**src/rtl/alu_slot_issuer_if.sv**
```systemverilog
// rtl/alu_slot_issuer_if.sv - command, ALU and response signals of the ALU slot issuer
interface alu_slot_issuer_if #(
  parameter int TAG_W = 4
);
  logic             cmd_valid;
  logic             cmd_ready;
  logic [3:0]       cmd_a;
  logic [3:0]       cmd_b;
  logic [1:0]       cmd_op;
  logic [TAG_W-1:0] cmd_tag;

  logic [3:0]       alu_a;
  logic [3:0]       alu_b;
  logic [1:0]       alu_op;
  logic [3:0]       alu_result;
  logic             alu_carry;
  logic             alu_zero;
  logic             alu_overflow;

  logic             rsp_valid;
  logic [TAG_W-1:0] rsp_tag;
  logic [3:0]       rsp_result;
  logic [2:0]       rsp_flags;

  // Environment side: produces commands, models the ALU, consumes responses.
  modport master (
    output cmd_valid, cmd_a, cmd_b, cmd_op, cmd_tag,
    input  cmd_ready,
    input  alu_a, alu_b, alu_op,
    output alu_result, alu_carry, alu_zero, alu_overflow,
    input  rsp_valid, rsp_tag, rsp_result, rsp_flags
  );

  modport slave (
    input  cmd_valid, cmd_a, cmd_b, cmd_op, cmd_tag,
    output cmd_ready,
    output alu_a, alu_b, alu_op,
    input  alu_result, alu_carry, alu_zero, alu_overflow,
    output rsp_valid, rsp_tag, rsp_result, rsp_flags
  );
endinterface

```
**src/rtl/alu_slot_issuer.sv**
```systemverilog
// rtl/alu_slot_issuer.sv - FIFO-fed issue stage for a 3-phase sequenced 4-bit ALU
// Holds operands for a full IDLE/EXEC/WB slot and returns tagged results one slot later.
module alu_slot_issuer #(
  parameter int DEPTH = 4,
  parameter int TAG_W = 4,
  parameter int CNT_W = 16
) (
  input  logic                     clk,
  input  logic                     rst_n,
  alu_slot_issuer_if.slave         bus,
  output logic [$clog2(DEPTH):0]   fifo_level,
  output logic [CNT_W-1:0]         issued_count
);
  localparam int AW    = $clog2(DEPTH);
  localparam int LVL_W = AW + 1;
  localparam int EW    = 4 + 4 + 2 + TAG_W;

  typedef enum logic [1:0] {
    PH_IDLE = 2'd0,
    PH_EXEC = 2'd1,
    PH_WB   = 2'd2
  } phase_t;

  phase_t           phase;
  logic [EW-1:0]    mem [DEPTH];
  logic [AW-1:0]    wr_ptr;
  logic [AW-1:0]    rd_ptr;
  logic [LVL_W-1:0] level;

  logic [3:0]       hold_a;
  logic [3:0]       hold_b;
  logic [1:0]       hold_op;
  logic [TAG_W-1:0] hold_tag;
  logic             slot_valid;
  logic             inflight_valid;
  logic [TAG_W-1:0] inflight_tag;

  logic             rsp_valid_q;
  logic [TAG_W-1:0] rsp_tag_q;
  logic [3:0]       rsp_result_q;
  logic [2:0]       rsp_flags_q;

  logic             cmd_ready;
  logic             push;
  logic             pop;
  logic [EW-1:0]    head;

  assign cmd_ready = (level < LVL_W'(DEPTH));
  assign push      = bus.cmd_valid && cmd_ready;
  assign pop       = (phase == PH_WB) && (level != '0);
  assign head      = mem[rd_ptr];

  // Storage needs no reset: entries are only visible through the pointers.
  always_ff @(posedge clk) begin
    if (push) begin
      mem[wr_ptr] <= {bus.cmd_a, bus.cmd_b, bus.cmd_op, bus.cmd_tag};
    end
  end

  always_ff @(posedge clk or negedge rst_n) begin
    if (!rst_n) begin
      phase          <= PH_IDLE;
      wr_ptr         <= '0;
      rd_ptr         <= '0;
      level          <= '0;
      hold_a         <= '0;
      hold_b         <= '0;
      hold_op        <= '0;
      hold_tag       <= '0;
      slot_valid     <= 1'b0;
      inflight_valid <= 1'b0;
      inflight_tag   <= '0;
      rsp_valid_q    <= 1'b0;
      rsp_tag_q      <= '0;
      rsp_result_q   <= '0;
      rsp_flags_q    <= '0;
      issued_count   <= '0;
    end else begin
      case (phase)
        PH_IDLE: phase <= PH_EXEC;
        PH_EXEC: phase <= PH_WB;
        default: phase <= PH_IDLE;
      endcase

      if (push) begin
        wr_ptr <= wr_ptr + AW'(1);
      end
      if (push && !pop) begin
        level <= level + LVL_W'(1);
      end else if (!push && pop) begin
        level <= level - LVL_W'(1);
      end

      // The ALU writes back the current slot on this same edge, so hand it to in-flight first.
      if (phase == PH_WB) begin
        inflight_valid <= slot_valid;
        inflight_tag   <= hold_tag;
        if (pop) begin
          {hold_a, hold_b, hold_op, hold_tag} <= head;
          slot_valid   <= 1'b1;
          rd_ptr       <= rd_ptr + AW'(1);
          issued_count <= issued_count + CNT_W'(1);
        end else begin
          hold_a     <= '0;
          hold_b     <= '0;
          hold_op    <= '0;
          hold_tag   <= '0;
          slot_valid <= 1'b0;
        end
      end

      rsp_valid_q <= 1'b0;
      if ((phase == PH_IDLE) && inflight_valid) begin
        rsp_valid_q  <= 1'b1;
        rsp_tag_q    <= inflight_tag;
        rsp_result_q <= bus.alu_result;
        rsp_flags_q  <= {bus.alu_carry, bus.alu_zero, bus.alu_overflow};
      end
    end
  end

  assign bus.cmd_ready  = cmd_ready;
  assign bus.alu_a      = hold_a;
  assign bus.alu_b      = hold_b;
  assign bus.alu_op     = hold_op;
  assign bus.rsp_valid  = rsp_valid_q;
  assign bus.rsp_tag    = rsp_tag_q;
  assign bus.rsp_result = rsp_result_q;
  assign bus.rsp_flags  = rsp_flags_q;
  assign fifo_level     = level;
endmodule

```
**src/flat_wrapper.sv**
```systemverilog
// flat-port wrapper written by rule: the top's interface ports become plain ports
module alu_slot_issuer_flat 
#(
  parameter int DEPTH = 4,
  parameter int TAG_W = 4,
  parameter int CNT_W = 16
)
  (clk, rst_n, fifo_level, issued_count, bus_cmd_valid, bus_cmd_a, bus_cmd_b, bus_cmd_op, bus_cmd_tag, bus_cmd_ready, bus_alu_a, bus_alu_b, bus_alu_op, bus_alu_result, bus_alu_carry, bus_alu_zero, bus_alu_overflow, bus_rsp_valid, bus_rsp_tag, bus_rsp_result, bus_rsp_flags);
  alu_slot_issuer_if #(.TAG_W(TAG_W)) bus_i ();
  input  logic clk;
  input  logic rst_n;
  output logic [$clog2(DEPTH):0] fifo_level;
  output logic [CNT_W-1:0] issued_count;
  input wire logic [$bits(bus_i.cmd_valid)-1:0] bus_cmd_valid;
  input wire logic [$bits(bus_i.cmd_a)-1:0] bus_cmd_a;
  input wire logic [$bits(bus_i.cmd_b)-1:0] bus_cmd_b;
  input wire logic [$bits(bus_i.cmd_op)-1:0] bus_cmd_op;
  input wire logic [$bits(bus_i.cmd_tag)-1:0] bus_cmd_tag;
  output wire logic [$bits(bus_i.cmd_ready)-1:0] bus_cmd_ready;
  output wire logic [$bits(bus_i.alu_a)-1:0] bus_alu_a;
  output wire logic [$bits(bus_i.alu_b)-1:0] bus_alu_b;
  output wire logic [$bits(bus_i.alu_op)-1:0] bus_alu_op;
  input wire logic [$bits(bus_i.alu_result)-1:0] bus_alu_result;
  input wire logic [$bits(bus_i.alu_carry)-1:0] bus_alu_carry;
  input wire logic [$bits(bus_i.alu_zero)-1:0] bus_alu_zero;
  input wire logic [$bits(bus_i.alu_overflow)-1:0] bus_alu_overflow;
  output wire logic [$bits(bus_i.rsp_valid)-1:0] bus_rsp_valid;
  output wire logic [$bits(bus_i.rsp_tag)-1:0] bus_rsp_tag;
  output wire logic [$bits(bus_i.rsp_result)-1:0] bus_rsp_result;
  output wire logic [$bits(bus_i.rsp_flags)-1:0] bus_rsp_flags;
  assign bus_i.cmd_valid = bus_cmd_valid;
  assign bus_i.cmd_a = bus_cmd_a;
  assign bus_i.cmd_b = bus_cmd_b;
  assign bus_i.cmd_op = bus_cmd_op;
  assign bus_i.cmd_tag = bus_cmd_tag;
  assign bus_cmd_ready = bus_i.cmd_ready;
  assign bus_alu_a = bus_i.alu_a;
  assign bus_alu_b = bus_i.alu_b;
  assign bus_alu_op = bus_i.alu_op;
  assign bus_i.alu_result = bus_alu_result;
  assign bus_i.alu_carry = bus_alu_carry;
  assign bus_i.alu_zero = bus_alu_zero;
  assign bus_i.alu_overflow = bus_alu_overflow;
  assign bus_rsp_valid = bus_i.rsp_valid;
  assign bus_rsp_tag = bus_i.rsp_tag;
  assign bus_rsp_result = bus_i.rsp_result;
  assign bus_rsp_flags = bus_i.rsp_flags;
  alu_slot_issuer #(.DEPTH(DEPTH), .TAG_W(TAG_W), .CNT_W(CNT_W)) u_core (.clk(clk), .rst_n(rst_n), .bus(bus_i), .fifo_level(fifo_level), .issued_count(issued_count));
endmodule
```
**config.mk**
```make
export PLATFORM = sky130hd
export DESIGN_NAME = alu_slot_issuer_flat
export DESIGN_NICKNAME = d
export VERILOG_FILES = /design/src/rtl/alu_slot_issuer_if.sv /design/src/rtl/alu_slot_issuer.sv /design/src/flat_wrapper.sv
export SDC_FILE = /design/constraint.sdc
export NUM_CORES = 1
export LEC_CHECK = 0
export CORE_ASPECT_RATIO = 0.6
export CORE_MARGIN = 4
export CORE_UTILIZATION = 38
export DETAILED_ROUTE_END_ITERATION = 6
export DONT_BUFFER_PORTS = 1
export PLACE_DENSITY = 0.6
export SLEW_MARGIN = 15
export SYNTH_ARGS = -nofsm -noshare
export SYNTH_HDL_FRONTEND = slang
export SYNTH_SLANG_ARGS = --single-unit
```
**constraint.sdc**
```tcl
create_clock -name clk -period 6.8 [get_ports clk]
set_clock_uncertainty 0.1 [all_clocks]
set_input_delay 1.36 -clock clk [delete_from_list [all_inputs] [get_ports clk]]
set_output_delay 1.36 -clock clk [all_outputs]
set_load 0.005 [all_outputs]
```
Yosys cells after proc, flatten, opt, wreduce, memory -nomap -nowiden

Memory sizes are Yosys's and may differ from the RTL's.
Index checks and enable logic that the tools add are counted.
Widths: inputs -> output; s select.

Register bits after elaboration: 57
RAM bits: 56
Input bits: 24
Output and inout bits: 42
Memories kept: 1

Memory list:

| memory     | depth | width | rd ports | clocked after memory_dff | wr ports | RTL line              | source |
|---|---|---|---|---|---|---|---|
| u_core.mem | 4     | 14    | 1        | 0                        | 1        | alu_slot_issuer.sv:25 | `logic [EW-1:0] mem [DEPTH];` |

Add/subtract/negate cells: 5
Order comparisons: 1
Equal/unequal tests: 2
Muxes and demuxes: 11
Reduce and logical (&&, ||, !) cells: 11

Operator list:

| kind                  | count |
|---|---|
| $add 16x1->16 const B | 1 |
| $mux 4                | 3 |
| $mux 3                | 2 |
| $logic_and 1x1->1     | 5 |
| $add 2x1->2 const B   | 2 |
| $mux 1                | 4 |
| $pmux 2 s2            | 1 |
| $add 3x1->3 const B   | 1 |
| $lt 3x3->1 const B    | 1 |
| $reduce_bool 3->1     | 1 |
| $sub 3x1->3 const B   | 1 |
| $eq 2x1->1 const B    | 1 |
| $eq 2x2->1 const B    | 1 |
| $logic_not 1->1       | 2 |
| $logic_not 2->1       | 1 |
| $mux 2                | 1 |
| $reduce_and 2->1      | 1 |
| $reduce_bool 2->1     | 1 |

Longest topological paths before layout

Gate-level depths: netlist of run 1.

Word-level depth: 6
Mapped depth: 11
Depth with buffers taken out: 9

Least setup slack after synthesis of run 1

No wires, ideal clock.

Path type: input-to-reg
From: input port bus_cmd_valid
To: register u_core.level[2], in the netlist u_core.fifo_level[2]
Library setup time: 0.080 ns
Arrival: 2.660 ns
Data required time: 6.620 ns
Slack: 3.960 ns
Stages: 8
Path buffers: 1
Path through: nor2b_1 clkbuf_1 ha_1 inv_1 fa_1 xor2_1 nor2_1 xnor2_1

Cells in the longest elaborated chain, start to end: 4

RTL lines:

| item                               | RTL line              | source |
|---|---|---|
| start: declaration                 | flat_wrapper.sv:14    | `input wire logic [$bits(bus_i.cmd_valid)-1:0] bus_cmd_valid;` |
| $logic_and 1x1->1 *                | alu_slot_issuer.sv:49 | `assign push = bus.cmd_valid && cmd_ready;` |
| named net u_core.push              | alu_slot_issuer.sv:44 | `logic push;` |
| $logic_not 1->1                    | alu_slot_issuer.sv:90 | `end else if (!push && pop) begin` |
| $logic_and 1x1->1                  | alu_slot_issuer.sv:90 |  |
| $reduce_bool 2->1 (no source line) | -                     |  |
| end signal: assignment             | alu_slot_issuer.sv:89 | `level <= level + LVL_W'(1);` |
| end signal: assignment             | alu_slot_issuer.sv:91 | `level <= level - LVL_W'(1);` |
| end: declaration                   | alu_slot_issuer.sv:28 | `logic [LVL_W-1:0] level;` |

Mark *: on every way through the listed nets, which the timed path passes. The rest lies on a longest branch.
A chain may end at the register's enable or synchronous reset.

Worst setup path after layout of run 1

From: register u_core.phase[0]
To: register u_core.level[1], in the netlist u_core.fifo_level[1]

Cells in the longest elaborated chain, start to end: 5

RTL lines:

| item                                               | RTL line              | source |
|---|---|---|
| start: declaration                                 | alu_slot_issuer.sv:24 | `phase_t phase;` |
| start signal: assignment                           | alu_slot_issuer.sv:62 | `phase <= PH_IDLE;` |
| start signal: assignment                           | alu_slot_issuer.sv:80 | `PH_IDLE: phase <= PH_EXEC;` |
| start signal: assignment                           | alu_slot_issuer.sv:81 | `PH_EXEC: phase <= PH_WB;` |
| $eq 2x2->1 *                                       | alu_slot_issuer.sv:50 | `assign pop = (phase == PH_WB) && (level != '0);` |
| $logic_and 1x1->1 *                                | alu_slot_issuer.sv:50 |  |
| $logic_not 1->1                                    | alu_slot_issuer.sv:88 | `if (push && !pop) begin` |
| $logic_and 1x1->1                                  | alu_slot_issuer.sv:88 |  |
| $mux 3 / $reduce_bool 2->1 (equally long branches) | -                     |  |

Every way passes the cells marked *; elsewhere a longest branch is shown, timed or not.

==> results of run 1 <==
[power groups by stage]
stage	combinational, mW	sequential, mW	clock [mW]
final	0.293	1.06	0.944
after global routing	0.333	1.09	0.999
after CTS	0.299	1.07	0.961
after detailed placement	0.299	1.08	0
after global placement	0.293	1.07	0
after floorplan	0.303	0.989	0
[flip-flops by register name, summed over array words and instances (netlist names)]
name	count
u_core.bus.alu_op	2
u_core.inflight_valid	1
u_core.bus.alu_b	4
u_core.wr_ptr	2
u_core.bus.rsp_result	4
u_core.rd_ptr	2
u_core.inflight_tag	4
u_core.bus.rsp_tag	4
u_core.issued_count	16
u_core.bus.rsp_flags	3
u_core.slot_valid	1
u_core.phase	2
u_core.bus.alu_a	4
u_core.hold_tag	4
u_core.fifo_level	3
u_core.mem	56
u_core.bus.rsp_valid	1
[worst paths after layout]
path,end,cells after the start,slack (ns),from
setup / recovery,u_core.fifo_level[1],7,4.00,u_core.phase[0]
hold / removal,u_core.phase[1],1,0.38,u_core.phase[1]
setup reg to reg,u_core.fifo_level[1],7,4.00,u_core.phase[0]
hold reg to reg,u_core.phase[1],1,0.38,u_core.phase[1]
max in group asynchronous,u_core.inflight_tag[2],0,5.93,rst_n
min in group asynchronous,u_core.issued_count[4],0,0.56,rst_n
[layout by cell type, fill, tap and decap left out, types with 3 or more instances in the layout]
cell | netlist | layout
mux4_2 | 14 | 14
nand2_1 | 10 | 10
nand3_1 | 5 | 5
dfrtp_1 | 57 | 57
edfxtp_1 | 56 | 56
clkbuf_1 | 4 | 3
a22o_1 | 14 | 14
xnor2_1 | 14 | 14
bufinv_16 | 0 | 5
ha_1 | 6 | 6
clkbuf_16 | 0 | 17
nand4_1 | 4 | 4
nor2_1 | 8 | 8
and2_1 | 5 | 5
xor2_1 | 7 | 7
mux2_2 | 17 | 17
clkinv_2 | 0 | 4
inv_1 | 6 | 6
[per-layer routing]
layer,vias to the layer above,wire [um],part of all wire
li1,942,-,-
met1,1054,3544,0.47
met2,53,3233,0.43
met3,11,701,0.092
met4,0,106,0.014
met5,-,0,0
[worst register-to-register path: cells and delay by family, from the launching register on]
kind / cells / cell delay (ns)
buffers and inverters: 2 / 0.23
flip-flops: 1 / 0.40
adder cells (fa/ha/maj): 2 / 0.66
AND/OR/NAND/NOR: 2 / 1.03
multiplexers: 1 / 0.27
[cell families (layout without fill, tap and decap cells)]
kind of cell | Yosys count | in the layout | synth area share
xor+xnor | 21 | 21 | 0.04218
buf+inv | 17 | 39 | 0.02180
mux | 31 | 31 | 0.1162
fa+ha+maj | 7 | 7 | 0.02181
compound gates | 15 | 15 | 0.02927
simple gates | 44 | 44 | 0.05596
flops | 113 | 113 | 0.7128
[cell type report]
type	count	area, um2	area share
Clock inverter	11	185.2	0.03630
Clock buffer	21	450.4	0.08830
Inverter	7	26.28	0.005151
Sequential cell	113	3108	0.6093
Tap cell	139	173.9	0.03409
Multi-Input combinational cell	118	1157	0.2269
[per-stage QoR]
stage          cells  utilization  hold WS, ns
3_5_place_dp     377       0.4102       0.3779
6_report         409       0.4686       0.3845
5_1_grt          409       0.4686       0.4053
3_3_place_gp     377       0.4102       0.3613
2_1_floorplan    248            -       0.3420
4_1_cts          409       0.4686       0.3866
==> summary.md, run 1 <==
| Metric | Value |
|---|---|
| P_sw | `553.4 uW` |
| Mapped Cells | `248` |
| Die Area | `13310 um2` |
| Final min period | `~2.8 ns` |
| Post-synth ARST share | `0.5044` |
| CTS tree | `yes` |
| Post-route DRC | `0` |
| Synth warnings | `0` |
| Pin count of the biggest net entering global routing | `58` |
| Buffers added on ports | `0` |
| GP Congestion | `0.7133` |
| Antenna violations before repair | `0` |
| RSZ-0062 raised after global routing | `no` |
| Crit path max-delay cell type | `or2b_2` |
| GR Overflow Total | `0` |
| Crit-path cells | `or2b_2 > nor2b_4 > inv_2 > ha_1 > inv_1 > fa_1 > mux2_2` |
| Worst slack at placement | `3.725 ns` |
| HP Class | `reg -> reg` |
| Final WL | `roughly 7600 um` |
| Share of the synthesized area in the top cell type | `0.3857` |
| Die Span Y | `90.98 um` |
| Post-route cell area | `5101 um2` |
| Critical path required time | `between 6 and 7 ns` |
| Vias/cell | `5.037` |
| Met1 global-route usage | `0.1654` |
| CP top delay family | `simple AND/OR/NAND/NOR gates` |
| Most used DFF post-synth | `dfrtp_1` |
| Fmax | `0.3577 GHz` |
| Synth cell types | `31` |
| Critical path buffers and inverters | `2` |
| Sink Count | `113` |
| First-pass GRT wire length | `12250 um` |
| CP endpoint kind | `flop` |
| Final Max Tran Viols | `0` |
| Critical Path AT | `about 3 ns` |
| Net Sw Frac | `0.2413` |
| IO Pins | `66` |
| Mapped cell area | `4360 um2` |
| Worst-Margin Slew | `roughly 0.95 ns` |
| Synth Register Bits | `113` |
| Final hold vios | `0` |
| Avg WL per Cell | `18.55 um` |
| Nets | `288` |
| Pwr Total | `2.293 mW` |
| Worst VDD drop | `between 0.15 and 0.2 mV` |
| Max_slew headroom | `0.3657` |
| Area leader, netlist | `edfxtp_1` |
| Clock share of power | `0.412` |
| Most frequent cells after synthesis | `57 x dfrtp_1, 56 x edfxtp_1, 17 x mux2_2` |
| P_int | `1.740 mW` |
| Worst setup margin | `about 4 ns` |
| CTS Buffer Depth | `2` |
| Layout cells sized above 1 | `0.2333` |
| Syn_nets | `279` |
| Router iterations before antenna repair | `4` |
| Clock latency on the worst-skew pair | `0.40 ns` |
| Avg Cell Area, Syn | `17.58 um2` |
| Core Region | `10890 um2` |
| Post-synth EDFFs | `between 50 and 60` |
| CP Max Fanout | `21` |
| Type of the worst setup path | `reg -> reg` |
| Synth top area cells | `edfxtp_1 39%, dfrtp_1 33%, mux4_2 7.2%` |
| Outcome | `finished clean` |
| CTS root buf | `clkbuf_16` |
| Placed Area | `4466 um2` |
| Share of power burned in registers | `0.460` |
| GRT met2 Usage | `0.1628` |
| Hpwl dp | `between 4000 and 5000 um` |
| Met3 GRT Util | `0.07313` |
| Setup TNS | `0 ns` |
| Most common cell in the netlist | `dfrtp_1` |
| Synthesis-to-layout area growth | `16.99%` |
| Busiest grt layer | `met1` |
| Startpoint Class | `flop` |
| Vias in the first global route | `2178` |
| Initial Utilization | `0.4006` |
| Final worst path period share | `0.4111` |
| CTS buffer count | `17` |
| Gate power share | `0.128` |
| Setup bufs post-CTS | `0` |
| Fillers | `902` |
| Routed Antenna Nets | `0` |
| Die X | `between 100 and 150 um` |
| Clock slew at the register clock pins of the worst setup and hold paths | `0.05 ns` |
| Initial DRC count | `67` |
| CP max stage delay | `0.52 ns` |
| Leakage | `1.963 nW` |
| Cells resized by post-CTS repair | `0` |
| Setup violators final | `0` |
| Pwr dens | `about 450 nW/um2` |
| # diodes | `0` |
| Vias | `2060` |
| CTS Hold Bufs | `0` |
| Row cnt | `29` |
| Seq/Total Area, Yosys | `0.7128` |
| Total track usage | `0.1234` |
| Max_cap viols | `0` |
| H-tree levels | `4` |
Note: power is estimated with default switching activity, not from simulation.
==> inputs of run 2 (changes only) <==
- clock period: 6.8 -> 2.8 ns (I/O delays scaled with it)
==> run 2 against run 1 <==
  * Fmax rose by 14%
  * Core utilization is 0.53 points higher
  * Register-to-register slack got worse by 3.6 ns
  * Worst setup slack lost 3.6 ns
  * Non-clock buffer count increased by 11
  * Via count up 1.7%
  * Sequential power is 140% higher
  * Combinational power grew to 2.9 times the previous value
  * First-iteration DRC count up 49%
  * Critical endpoint is now u_core.fifo_level[2]
==> summary.md, run 2 (same netlist as run 1, synthesis figures left out) <==
| Metric | Value |
|---|---|
| Outcome | `finished clean` |
| CP Max Fanout | `8` |
| Die X | `146.3 um` |
| Worst VDD drop | `0.4312 mV` |
| Vias | `between 2000 and 2500` |
| Vias in the first global route | `2195` |
| Post-route DRC | `0` |
| Routed Antenna Nets | `0` |
| Nets | `299` |
| Setup TNS | `0 ns` |
| Pwr dens | `1050 nW/um2` |
| Final Max Tran Viols | `0` |
| Clock latency on the worst-skew pair | `0.40 ns` |
| Largest registers | `u_core.mem: 56 flops, u_core.issued_count: 16 flops` |
| Most frequent cells in the layout | `57 x dfrtp_1, 56 x edfxtp_1, 19 x clkbuf_16` |
| Fillers | `926` |
| Clock slew at the register clock pins of the worst setup and hold paths | `about 0.050 ns` |
| Post-route cell area | `5159 um2` |
| Final WL | `a little under 8000 um` |
| Worst-Margin Slew | `just under 0.8 ns` |
| Router iterations before antenna repair | `4` |
| Initial Utilization | `0.4006` |
| Final hold vios | `0` |
| Type of the worst setup path | `reg -> reg` |
| Core Region | `10890 um2` |
| Clock share of power | `0.380` |
| # diodes | `0` |
| First-pass GRT wire length | `~13000 um` |
| P_sw | `1.372 mW` |
| Max_slew headroom | `0.4792` |
| CTS tree | `yes` |
| GP Congestion | `0.7593` |
| Placed Area | `4518 um2` |
| Synthesis-to-layout area growth | `18.31%` |
| Leakage | `2.013 nW` |
| Total track usage | `0.1267` |
| Gate power share | `0.157` |
| Critical Path AT | `2.66 ns` |
| Antenna violations before repair | `0` |
| HP Class | `in -> reg` |
| Fmax | `0.4094 GHz` |
| Pin count of the biggest net entering global routing | `58` |
| RSZ-0062 raised after global routing | `no` |
| Vias/cell | `4.986` |
| Buffers added on ports | `0` |
| Setup violators final | `0` |
| Cells resized by post-CTS repair | `0` |
| H-tree levels | `4` |
| R2R setup slack | `roughly 0.36 ns` |
| CTS Buffer Depth | `2` |
| CTS root buf | `clkbuf_16` |
| Final min period | `between 2 and 2.5 ns` |
| CP endpoint kind | `flop` |
| Initial DRC count | `100` |
| Most common cell after layout, fill and taps aside | `dfrtp_1` |
| Critical path required time | `3.02 ns` |
| Max_cap viols | `0` |
| GR Overflow Total | `0` |
| Max reg flops | `56` |
| Die Area | `about 13000 um2` |
| Hpwl dp | `4994 um` |
| Avg WL per Cell | `18.69 um` |
| CTS buffer count | `17` |
| Die Span Y | `90.98 um` |
| Final worst path period share | `0.8723` |
| Row cnt | `29` |
| Top reg by flops | `u_core.mem` |
| Layout cells sized above 1 | `0.2562` |
| Net Sw Frac | `0.2533` |
| Sink Count | `roughly 110` |
| Share of power burned in registers | `0.463` |
| P_int | `4.044 mW` |
| Startpoint Class | `flop` |
| IO Pins | `66` |
run 2: cell type report:
| cell class | instances | area (um2) | area share |
|---|---|---|---|
| Sequential cell | 113 | 3108 | 0.6025 |
| Clock inverter | 3 | 15.01 | 0.002911 |
| Inverter | 7 | 26.28 | 0.005093 |
| Clock buffer | 29 | 573.1 | 0.1111 |
| Timing Repair Buffer | 11 | 105.1 | 0.02037 |
| Tap cell | 139 | 173.9 | 0.03371 |
| Multi-Input combinational cell | 118 | 1157 | 0.2244 |
run 2: worst max-delay path, stage by stage, from the launching register on:
cell and delay (ns):
dfrtp_1 0.44, or3_1 0.53, nor2b_4 0.19, inv_2 0.10, ha_1 0.19, inv_1 0.06, fa_1 0.37, xor2_1 0.15
nor2_1 0.11, xnor2_1 0.12
run 2: per-stage QoR:
step | setup slack, ns | utilization | power [mW] | cells | hold WS [ns]
after floorplan | 0.4059 | - | 3.137 | 248 | 0.1644
after global placement | 0.2258 | 0.4151 | 3.373 | 384 | 0.1659
after detailed placement | 0.1375 | 0.4151 | 3.396 | 384 | 0.1659
after CTS | 0.1158 | 0.4725 | 5.510 | 418 | 0.1333
after global routing | 0.2048 | 0.4739 | 5.727 | 420 | 0.1267
final | 0.3576 | 0.4739 | 5.416 | 420 | 0.1524
run 2: power groups by stage:
stage / clock network (mW) / registers [mW] / logic, mW
CTS: 2.11 / 2.53 / 0.873
global placement: 0 / 2.54 / 0.835
floorplan: 0 / 2.40 / 0.735
finish: 2.06 / 2.51 / 0.848
global route: 2.20 / 2.57 / 0.951
detailed placement: 0 / 2.55 / 0.847
run 2: per-layer routing:
| layer | global-route usage | part of all wire | vias to the layer above |
|---|---|---|---|
| met1 | 0.1676 | 0.46 | 1067 |
| met4 | 0.04695 | 0.0099 | 0 |
| met5 | 0 | 0 | - |
| met3 | 0.07114 | 0.087 | 8 |
| li1 | - | - | 966 |
| met2 | 0.1743 | 0.44 | 53 |
run 2: final timing paths:
path / from / endpoint / depth (start not counted)
max in group asynchronous: rst_n / u_core.bus.rsp_valid / 2
min in group asynchronous: rst_n / u_core.bus.alu_a[1] / 2
setup reg to reg: u_core.fifo_level[0] / u_core.fifo_level[2] / 9
hold / removal: bus_cmd_b[1] / u_core.mem[2][7] / 0
setup / recovery: u_core.fifo_level[0] / u_core.fifo_level[2] / 9
hold reg to reg: u_core.slot_valid / u_core.slot_valid / 2
run 2: repair_timing:
item                                    in CTS  in global routing
buffers inserted                             0                  2
endpoints found under the setup margin       0                  1
hold buffers                                 2                  0
endpoints found under the hold margin       57                  0
